==> config.mk <==
export PLATFORM = sky130hd
export DESIGN_NAME = nn_param_loader
export DESIGN_NICKNAME = d
export VERILOG_FILES = /design/src/rtl/nn_load_pkg.sv /design/src/rtl/nn_param_loader_bank_word_counter.sv /design/src/rtl/nn_param_loader.sv
export SDC_FILE = /design/constraint.sdc
export NUM_CORES = 1
export LEC_CHECK = 0
export ABC_AREA = 1
export BUFFER_PORTS_ARGS = -buffer_cell sky130_fd_sc_hd__buf_2
export CAP_MARGIN = 20
export CORE_AREA = 5 5 328 330
export DETAILED_ROUTE_END_ITERATION = 12
export DIE_AREA = 0 0 333 335
export PLACE_DENSITY = 0.62
export SYNTH_ARGS = -nofsm -noshare
export SYNTH_HDL_FRONTEND = slang
export SYNTH_SLANG_ARGS = --single-unit
==> constraint.sdc <==
create_clock -name clk -period 5.5 [get_ports clk]
set_clock_uncertainty 0.1 [all_clocks]
set_input_delay 1.1 -clock clk [delete_from_list [all_inputs] [get_ports clk]]
set_output_delay 1.1 -clock clk [all_outputs]
set_load 0.01 [all_outputs]
==> src/rtl/nn_load_pkg.sv <==
// Shared types and helpers for the stream-driven parameter loader:
// sequencer state encoding, phase-mask bit positions and counter sizing.
package nn_load_pkg;

    typedef enum logic [2:0] {
        IDLE,
        LUT_KEY,
        LUT_VAL,
        L1,
        L2,
        DONE
    } state_t;

    localparam int DEFAULT_DATA_W = 16;
    localparam int DEFAULT_ADDR_W = 18;

    localparam int MASK_LUT = 0;
    localparam int MASK_L1  = 1;
    localparam int MASK_L2  = 2;

    // Counter width for a range of n values; never narrower than one bit.
    function automatic int cnt_w(input int n);
        return (n > 1) ? $clog2(n) : 1;
    endfunction

    // First enabled phase strictly after cur, in the fixed order LUT, L1, L2.
    function automatic state_t next_phase(input logic [2:0] mask, input state_t cur);
        if (cur == IDLE && mask[MASK_LUT])
            return LUT_KEY;
        if ((cur == IDLE || cur == LUT_VAL) && mask[MASK_L1])
            return L1;
        if (cur != L2 && mask[MASK_L2])
            return L2;
        return DONE;
    endfunction

endpackage

==> src/rtl/nn_param_loader_bank_word_counter.sv <==
// Two-level address walker: word is the inner loop, bank the outer loop.
// Both wrap to zero after the last (bank, word) pair.
module bank_word_counter
    import nn_load_pkg::*;
#(
    parameter int BANKS = 784,
    parameter int DEPTH = 200
) (
    input  logic                      clk,
    input  logic                      reset,
    input  logic                      inc,
    input  logic                      clr,
    output logic [cnt_w(BANKS)-1:0]   bank,
    output logic [cnt_w(DEPTH)-1:0]   word,
    output logic                      last
);

    localparam int BW = cnt_w(BANKS);
    localparam int WW = cnt_w(DEPTH);

    logic word_last;
    logic bank_last;

    assign word_last = (word == WW'(DEPTH - 1));
    assign bank_last = (bank == BW'(BANKS - 1));
    assign last      = word_last && bank_last;

    // NOTE: non-blocking assignments for every register so all flops sample pre-edge values.
    always_ff @(posedge clk or negedge reset) begin
        if (!reset) begin
            bank <= '0;
            word <= '0;
        end else if (clr) begin
            bank <= '0;
            word <= '0;
        end else if (inc) begin
            if (word_last) begin
                word <= '0;
                bank <= bank_last ? '0 : bank + 1'b1;
            end else begin
                word <= word + 1'b1;
            end
        end
    end

endmodule

==> src/rtl/nn_param_loader.sv <==
// Sequencer that turns one valid/ready word stream into LUT and per-bank
// weight SRAM write strobes, with phase mask, abort and completion pulse.
module nn_param_loader
    import nn_load_pkg::*;
#(
    parameter int DATA_W    = DEFAULT_DATA_W,
    parameter int ADDR_W    = DEFAULT_ADDR_W,
    parameter int LUT_DEPTH = 121,
    parameter int L1_BANKS  = 784,
    parameter int L1_DEPTH  = 200,
    parameter int L2_BANKS  = 10,
    parameter int L2_DEPTH  = 200
) (
    input  logic                         clk,
    input  logic                         reset,
    input  logic                         start,
    input  logic [2:0]                   load_mask,
    input  logic                         abort,
    input  logic                         s_valid,
    output logic                         s_ready,
    input  logic [DATA_W-1:0]            s_data,
    output logic [1:0]                   en,
    output logic [L1_BANKS+L2_BANKS-1:0] we,
    output logic                         active_we,
    output logic [ADDR_W-1:0]            addr,
    output logic [DATA_W-1:0]            wdata,
    output logic                         busy,
    output logic                         done
);

    localparam int WE_W      = L1_BANKS + L2_BANKS;
    localparam int LW        = cnt_w(LUT_DEPTH);
    localparam int MAX_DEPTH = (L1_DEPTH > L2_DEPTH) ? L1_DEPTH : L2_DEPTH;
    localparam logic [WE_W-1:0] WE_ONE = WE_W'(1);

    if (ADDR_W < cnt_w(MAX_DEPTH)) begin : g_addr_too_narrow
        $error("nn_param_loader: ADDR_W cannot hold the largest bank word index");
    end

    state_t                      state;
    state_t                      nxt;
    logic [2:0]                  mask_reg;
    logic [DATA_W-1:0]           key_reg;
    logic [LW-1:0]               lut_cnt;
    logic                        lut_last;
    logic                        beat;

    logic [cnt_w(L1_BANKS)-1:0]  l1_bank;
    logic [cnt_w(L1_DEPTH)-1:0]  l1_word;
    logic                        l1_last;
    logic [cnt_w(L2_BANKS)-1:0]  l2_bank;
    logic [cnt_w(L2_DEPTH)-1:0]  l2_word;
    logic                        l2_last;

    assign beat     = s_valid && s_ready;
    assign lut_last = (lut_cnt == LW'(LUT_DEPTH - 1));

    bank_word_counter #(
        .BANKS (L1_BANKS),
        .DEPTH (L1_DEPTH)
    ) u_l1_cnt (
        .clk   (clk),
        .reset (reset),
        .inc   (beat && !abort && state == L1),
        .clr   (abort),
        .bank  (l1_bank),
        .word  (l1_word),
        .last  (l1_last)
    );

    bank_word_counter #(
        .BANKS (L2_BANKS),
        .DEPTH (L2_DEPTH)
    ) u_l2_cnt (
        .clk   (clk),
        .reset (reset),
        .inc   (beat && !abort && state == L2),
        .clr   (abort),
        .bank  (l2_bank),
        .word  (l2_word),
        .last  (l2_last)
    );

    // Abort dominates everything, including a start seen while idle.
    always_comb begin
        // NOTE: default first so every path assigns nxt and no latch is inferred.
        nxt = state;
        if (abort) begin
            nxt = IDLE;
        end else begin
            unique case (state)
                IDLE:    if (start) nxt = next_phase(load_mask, IDLE);
                LUT_KEY: if (beat) nxt = LUT_VAL;
                LUT_VAL: if (beat) nxt = lut_last ? next_phase(mask_reg, LUT_VAL) : LUT_KEY;
                L1:      if (beat && l1_last) nxt = next_phase(mask_reg, L1);
                L2:      if (beat && l2_last) nxt = DONE;
                DONE:    nxt = IDLE;
                default: nxt = IDLE;
            endcase
        end
    end

    // Status outputs are decoded from the next state so they change together with it.
    always_ff @(posedge clk or negedge reset) begin
        if (!reset) begin
            state     <= IDLE;
            mask_reg  <= '0;
            key_reg   <= '0;
            lut_cnt   <= '0;
            s_ready   <= 1'b0;
            en        <= 2'b00;
            we        <= '0;
            active_we <= 1'b0;
            addr      <= '0;
            wdata     <= '0;
            busy      <= 1'b0;
            done      <= 1'b0;
        end else begin
            state     <= nxt;
            s_ready   <= (nxt == LUT_KEY) || (nxt == LUT_VAL) || (nxt == L1) || (nxt == L2);
            en        <= (nxt == L1) ? 2'b01 : (nxt == L2) ? 2'b10 : 2'b00;
            busy      <= (nxt != IDLE);
            done      <= (state == DONE) && !abort;
            we        <= '0;
            active_we <= 1'b0;

            if (state == IDLE && start && !abort)
                mask_reg <= load_mask;

            if (abort) begin
                key_reg <= '0;
                lut_cnt <= '0;
            end else if (beat) begin
                unique case (state)
                    LUT_KEY: key_reg <= s_data;
                    LUT_VAL: begin
                        active_we <= 1'b1;
                        addr      <= ADDR_W'(key_reg);
                        wdata     <= s_data;
                        lut_cnt   <= lut_last ? '0 : lut_cnt + 1'b1;
                    end
                    L1: begin
                        we    <= WE_ONE << l1_bank;
                        addr  <= ADDR_W'(l1_word);
                        wdata <= s_data;
                    end
                    L2: begin
                        we    <= WE_ONE << (L1_BANKS + int'(l2_bank));
                        addr  <= ADDR_W'(l2_word);
                        wdata <= s_data;
                    end
                    default: ;
                endcase
            end
        end
    end

endmodule

# After elaboration in Yosys (flattened, before gate mapping)
# Cells that the tools add are included.
op_classes:
  n_addsub: 6
  n_eq_ne: 14
  shifts: 2
  n_mux: 77
  n_bitwise: 1
  reduce_logical: 32
op_table:
  columns: ["operator", "n"]
  rows:
  - ["794-bit 2-to-1 mux", 2]
  - ["794-bit case mux with 2 select lines", 1]
  - ["1-bit by 10-bit << shifter with 794-bit output, first input constant", 1]
  - ["1-bit by 11-bit << shifter with 794-bit output, first input constant", 1]
  - ["3-bit 2-to-1 mux", 19]
  - ["18-bit case mux with 3 select lines", 1]
  - ["16-bit 2-to-1 mux", 3]
  - ["8-bit 2-to-1 mux", 6]
  - ["10-bit 2-to-1 mux", 4]
  - ["1-bit 2-to-1 mux", 30]
  - ["7-bit 2-to-1 mux", 4]
  - ["8-bit by 1-bit adder with 8-bit output, second input constant", 2]
  - ["8-bit equality test, second input constant", 2]
  - ["4-bit 2-to-1 mux", 4]
  - ["3-bit case mux with 5 select lines", 1]
  - ["2-bit nonzero test", 7]
  - ["3-bit by 2-bit equality test with 1-bit output, second input constant", 4]
  - ["10-bit by 4-bit adder with 11-bit output, first input constant", 1]
  - ["1-bit logical AND", 11]
  - ["10-bit by 1-bit adder with 10-bit output, second input constant", 1]
  - ["10-bit equality test, second input constant", 1]
  - ["3-bit equality test, second input constant", 3]
  - ["2-bit AND reduction", 4]
  - ["7-bit by 1-bit adder with 7-bit output, second input constant", 1]
  - ["other kinds (12)", 18]
word_totals:
  regBits: 893
  input_bits: 24
  output_inout_bits: 834
  elab_cells: 148

# Logic depth before layout (Yosys ltp)
depth:
  depth_word: 23
  depth_mapped: 15
  ltp_nobuf: 15

# Hierarchy
# From an unflattened synthesis, not the netlist that was laid out.
unflattened:
  hier_cells: 3013
  hier_area_um2: 32069.5
by_module_without_submodules:
  columns: ["mod", "instances", "cells_each", "area_each_um2", "seq_area_each_um2"]
  rows:
  - ["nn_param_loader", 1, 2771, 30227.7, 21520.6]
  - ["bank_word_counter (u_l1_cnt)", 1, 153, 1143.6, 450.4]
  - ["bank_word_counter (u_l2_cnt)", 1, 89, 698.2, 300.3]

# Least setup slack after synthesis
# OpenSTA, ideal clock, no wires.
synth_path:
  path_type: "in2reg"
  startpoint: "in abort"
  endpoint: "reg addr[0]"
  setup_ns: 0.150
  arrival_ns: 2.408
  required_time_ns: 5.250
  path_slack_ns: 2.842
  cell_stages: 6
  n_path_buf: 3
  path_cell_list: "clkbuf_1 -> nor2_1 -> a21boi_1 -> clkbuf_1 -> clkbuf_1 -> a41oi_1"
synth_between:
  elab_chain_len: 2
synth_rtl:
  columns: ["element", "line_no", "rtl"]
  rows:
  - ["from (decl)", "nn_param_loader.sv:18", "input logic abort,"]
  - ["1-bit NOT (no line)", null, null]
  - ["3-bit AND reduction (no line)", null, null]
  - ["to (signal assigned)", "nn_param_loader.sv:138", "addr <= ADDR_W'(key_reg);"]
  - ["to (signal assigned)", "nn_param_loader.sv:144", "addr <= ADDR_W'(l1_word);"]
  - ["to (signal assigned)", "nn_param_loader.sv:149", "addr <= ADDR_W'(l2_word);"]
  - ["to (decl)", "nn_param_loader.sv:25", "output logic [ADDR_W-1:0] addr,"]
# Every way passes these cells.
# A chain may end at the register's enable or synchronous reset.

# Final worst setup path
layout_path:
  startpoint: "reg state[0]"
  endpoint: "reg we[146]"
layout_between:
  elab_chain_len: 4
  elab_cells_between_ends: 5
  cone_classes: "2 x eq/ne; 3 x mux"
layout_rtl:
  columns: ["element", "line_no", "rtl"]
  rows:
  - ["from (decl)", "nn_param_loader.sv:40", "state_t state;"]
  - ["from (signal assigned)", "nn_param_loader.sv:119", "state <= nxt;"]
  - ["3-bit equality test / 3-bit by 2-bit equality test with 1-bit output (equally long branches)", "nn_param_loader.sv:134", "unique case (state)"]
  - ["794-bit case mux with 2 select lines (*)", "nn_param_loader.sv:134", null]
  - ["794-bit 2-to-1 mux (*)", "nn_param_loader.sv:133", "end else if (beat) begin"]
  - ["794-bit 2-to-1 mux (*)", "nn_param_loader.sv:130", "if (abort) begin"]
  - ["to (signal assigned)", "nn_param_loader.sv:143", "we <= WE_ONE << l1_bank;"]
  - ["to (signal assigned)", "nn_param_loader.sv:148", "we <= WE_ONE << (L1_BANKS + int'(l2_bank));"]
  - ["to (decl)", "nn_param_loader.sv:23", "output logic [L1_BANKS+L2_BANKS-1:0] we,"]
# Mark *: on every way between the ends. The rest lies on a longest branch, timed or not.

==> flow_summary.yaml <==
setup_path:
  crit_end: "we[146]"
  endpoint_kind: "register"
  path_max_fanout: 108
  r2r-start: "state[0]"
  path_cells: "nor2_4 -> nand2_4 -> inv_2 -> nor2_4 -> buf_4 -> inv_8 -> buf_4 -> nand4_1 -> nor2_1"
  criticalPathCategory: "register to register"
  arrival_ps: 4190
  rr_worst_depth: 9
  critPathSlowestCell: "buf_4"
  timing.critical_path.from: "state[0]"
  cp.required_ps: 5980
  slowest_delay_ps: 840
  r2r-end: "we[146]"
  startpoint_type: "register"
  rrSetupSlack_ps: 1790
logic_synthesis:
  synth_compound_area_share_pct: 2.15
  syn_area_sq_um: 32000
  synth_top_family_by_area: "simple AND/OR/NAND/NOR gates"
  synth_area_per_cell_sq_um: 10.7
  synthAdderAreaFrac_pct: 0.274
  ys_types: 43
  synth_simple_gate_area_share_pct: 22.6
  synth-xor-area-share_pct: 0.383
  ys_warn_count: 0
  synth_mux_area_share_pct: 0
  ys_seq_area_share_pct: 69.6
  ys_ff_latch: 890
  synth_cells: 3000
die:
  ios: 858
  start_util_pct: 30.6
  core_area_sq_um: 105000
  die-width_microns: 333
  die_area_sq_um: 112000
  die_y_microns: 335
  row_count: 119
layout:
  multi_input_area_sq_um: 8180
  regArea_sq_um: 22300
  finalInstanceArea_sq_um: 40800
  final_nets: 3797
  area_growth_pct: 27.5
  largest_register_ffs: 794
  top_register: "we"
  fill_cells: 10300
  utilization_pct: 39.0
  drive_gt1_share_pct: 30.0
global_routing:
  grt_overflow: 0
  grt_max_degree: 162
  gr-usage-all-layers_pct: 23.5
  grt_pass1_vias: 26000
  grt_pass1_wl_mm: 192
  antenna_found_initial: 3
detailed_routing:
  vias: 26000
  drc_errors: 0
  wire_per_inst_microns: 26.0
  wirelength_mm: 136
  antenna_left: 0
  dr.pass1.iters: 6
  drt_first_iter_violations: 2074
  avgViaCountPerCell: 4.97
clocking:
  cts_buffer_depth: 3
  ctsResizeCount: 0
  post_cts_buffers: 0
  cts_tree: "built"
  clock_latency_ps: 660
  cts_buffers: 94
  path_clk_slew_ps: 60
  cts_sinks: 890
  holdBufCountCts: 0
  clockRootBuffer: "clkbuf_16"
  htreeDepth: 3
job:
  cap_violations: 0
sta:
  period_share_pct: 67.5
  tns_ps: 0
  finalHoldViolations: 0
  setup_viol: 0
  tightest_slew_ps: 1110
  grt_setup_unrepaired: "false"
  period_minus_slack_ps: 3710
  slew_viol_final: 0
  fmaxAchievable_mhz: 270
  max_slew_margin_pct: 25.7
outcome:
  outcome: "completed"
power_and_ir_drop:
  peakVddDrop_v: 0.000271
  total_power_mw: 13.9
  leakage_nw: 20.5
  p_per_area_nw_per_um2: 340
place:
  io_buffers: 855
  gp_congestion: 0.877
  hpwl_mm: 94.5
  dpl_cell_area_sq_um: 37600
hold_path:
  holdCritPathClass: "register to register"
  hold_start: "mask_reg[2]"
-- worst min-delay path by stage --
| stage | end | depth (start not counted) |
|---|---|---|
| after floorplan | mask_reg[2] | 2 |
| after global placement | mask_reg[2] | 2 |
| after detailed placement | mask_reg[2] | 2 |
| after CTS | mask_reg[2] | 2 |
| after global routing | mask_reg[2] | 2 |
| final | mask_reg[2] | 2 |
-- synth_stat cells, drive strengths merged --
cell	number	area (sq um)
dfrtp	890	22300
nor2	842	3270
nand3	248	1240
nand4	177	1110
nand2	148	568
inv	144	541
nor3	128	811
clkbuf	124	465
buf	120	572
a21oi	39	195
o21ai	35	190
nor4	34	219
o22ai	32	200
xor2	10	87.6
ha	7	87.6
xnor2	4	35.0
o21a	3	22.5
a221oi	2	17.5
nor3b	2	15.0
a211oi	1	7.51
a21boi	1	7.51
a22oi	1	7.51
a31oi	1	6.26
a32o	1	10.0
a41oi	1	8.76
clkinv	1	3.75
conb	1	3.75
o211ai	1	7.51
o32ai	1	8.76
or2	1	6.26
-- kinds of logic (layout without fill, tap and decap cells) --
logic type               Yosys count  count (layout)
AO/OA/AOI/OAI                    119             119
XOR/XNOR                          14              14
adder cells (fa/ha/maj)            7               7
buffers and inverters            389            1230
flip-flops                       890             890
other                              1               4
AND/OR/NAND/NOR                 1580            1580
-- cell type report --
cell class / instances / area share (%)
clock inverters: 35 / 1.01
multi-input cells: 1722 / 20.1
diodes: 2 / 0.0123
flip-flops and latches: 890 / 54.6
inverters: 145 / 1.39
clock buffers: 137 / 6.78
repair buffers: 913 / 11.9
well taps: 1391 / 4.27
-- worst max-delay path: cells and delay by family, from the launching register on --
family | cells | cell delay (ps)
buffers and inverters | 4 | 1980
DFF | 1 | 440
and+or+nand+nor | 5 | 1030
-- per-layer routing --
| layer | GRT usage, % | vias up | wire, microns | part of all wire, % |
|---|---|---|---|---|
| li1 | - | 11300 | - | - |
| met1 | 30.7 | 13200 | 54900 | 40 |
| met2 | 38.2 | 1242 | 64800 | 48 |
| met3 | 6.17 | 265 | 10900 | 8.0 |
| met4 | 7.88 | 0 | 5410 | 4.0 |
| met5 | 0 | - | 0 | 0 |
-- power by group --
group / internal, mW / switching (mW) / total [mW]
Sequential: 6.66 / 0.0681 / 6.73
Clock: 3.75 / 2.72 / 6.47
Combinational: 0.178 / 0.498 / 0.676
Total: 10.6 / 3.28 / 13.9
-- layout by cell type (no fill, tap or decap), types with 3 or more instances in the layout --
| cell | count |
|---|---|
| clkinv_4 | 4 |
| clkbuf_1 | 18 |
| clkinv_2 | 12 |
| nand2_1 | 144 |
| inv_1 | 133 |
| buf_4 | 49 |
| xnor2_1 | 4 |
| nor3_1 | 94 |
| inv_2 | 7 |
| a21oi_1 | 39 |
| nor4_1 | 33 |
| buf_12 | 9 |
| clkbuf_8 | 25 |
| o21a_1 | 3 |
| nand3_1 | 248 |
| o22ai_1 | 32 |
| o21ai_0 | 29 |
| o21ai_1 | 4 |
| ha_1 | 7 |
| xor2_1 | 10 |
| nand4_1 | 177 |
| nor2_4 | 11 |
| clkbuf_16 | 94 |
| bufinv_16 | 5 |
| nor2_2 | 19 |
| inv_6 | 8 |
| clkinvlp_4 | 3 |
| nor2_1 | 812 |
| nor3_2 | 34 |
| buf_2 | 854 |
| dfrtp_1 | 887 |
-- through the flow --
| step | setup WS, ps | hold slack [ps] | cells |
|---|---|---|---|
| 2_1_floorplan | 2840 | 353 | 3001 |
| 3_3_place_gp | 1790 | 370 | 5061 |
| 3_5_place_dp | 1690 | 379 | 5061 |
| 4_1_cts | 1870 | 393 | 5233 |
| 5_1_grt | 1590 | 416 | 5233 |
| 6_report | 1790 | 386 | 5235 |
No activity file was read; power rests on OpenSTA's default activity.
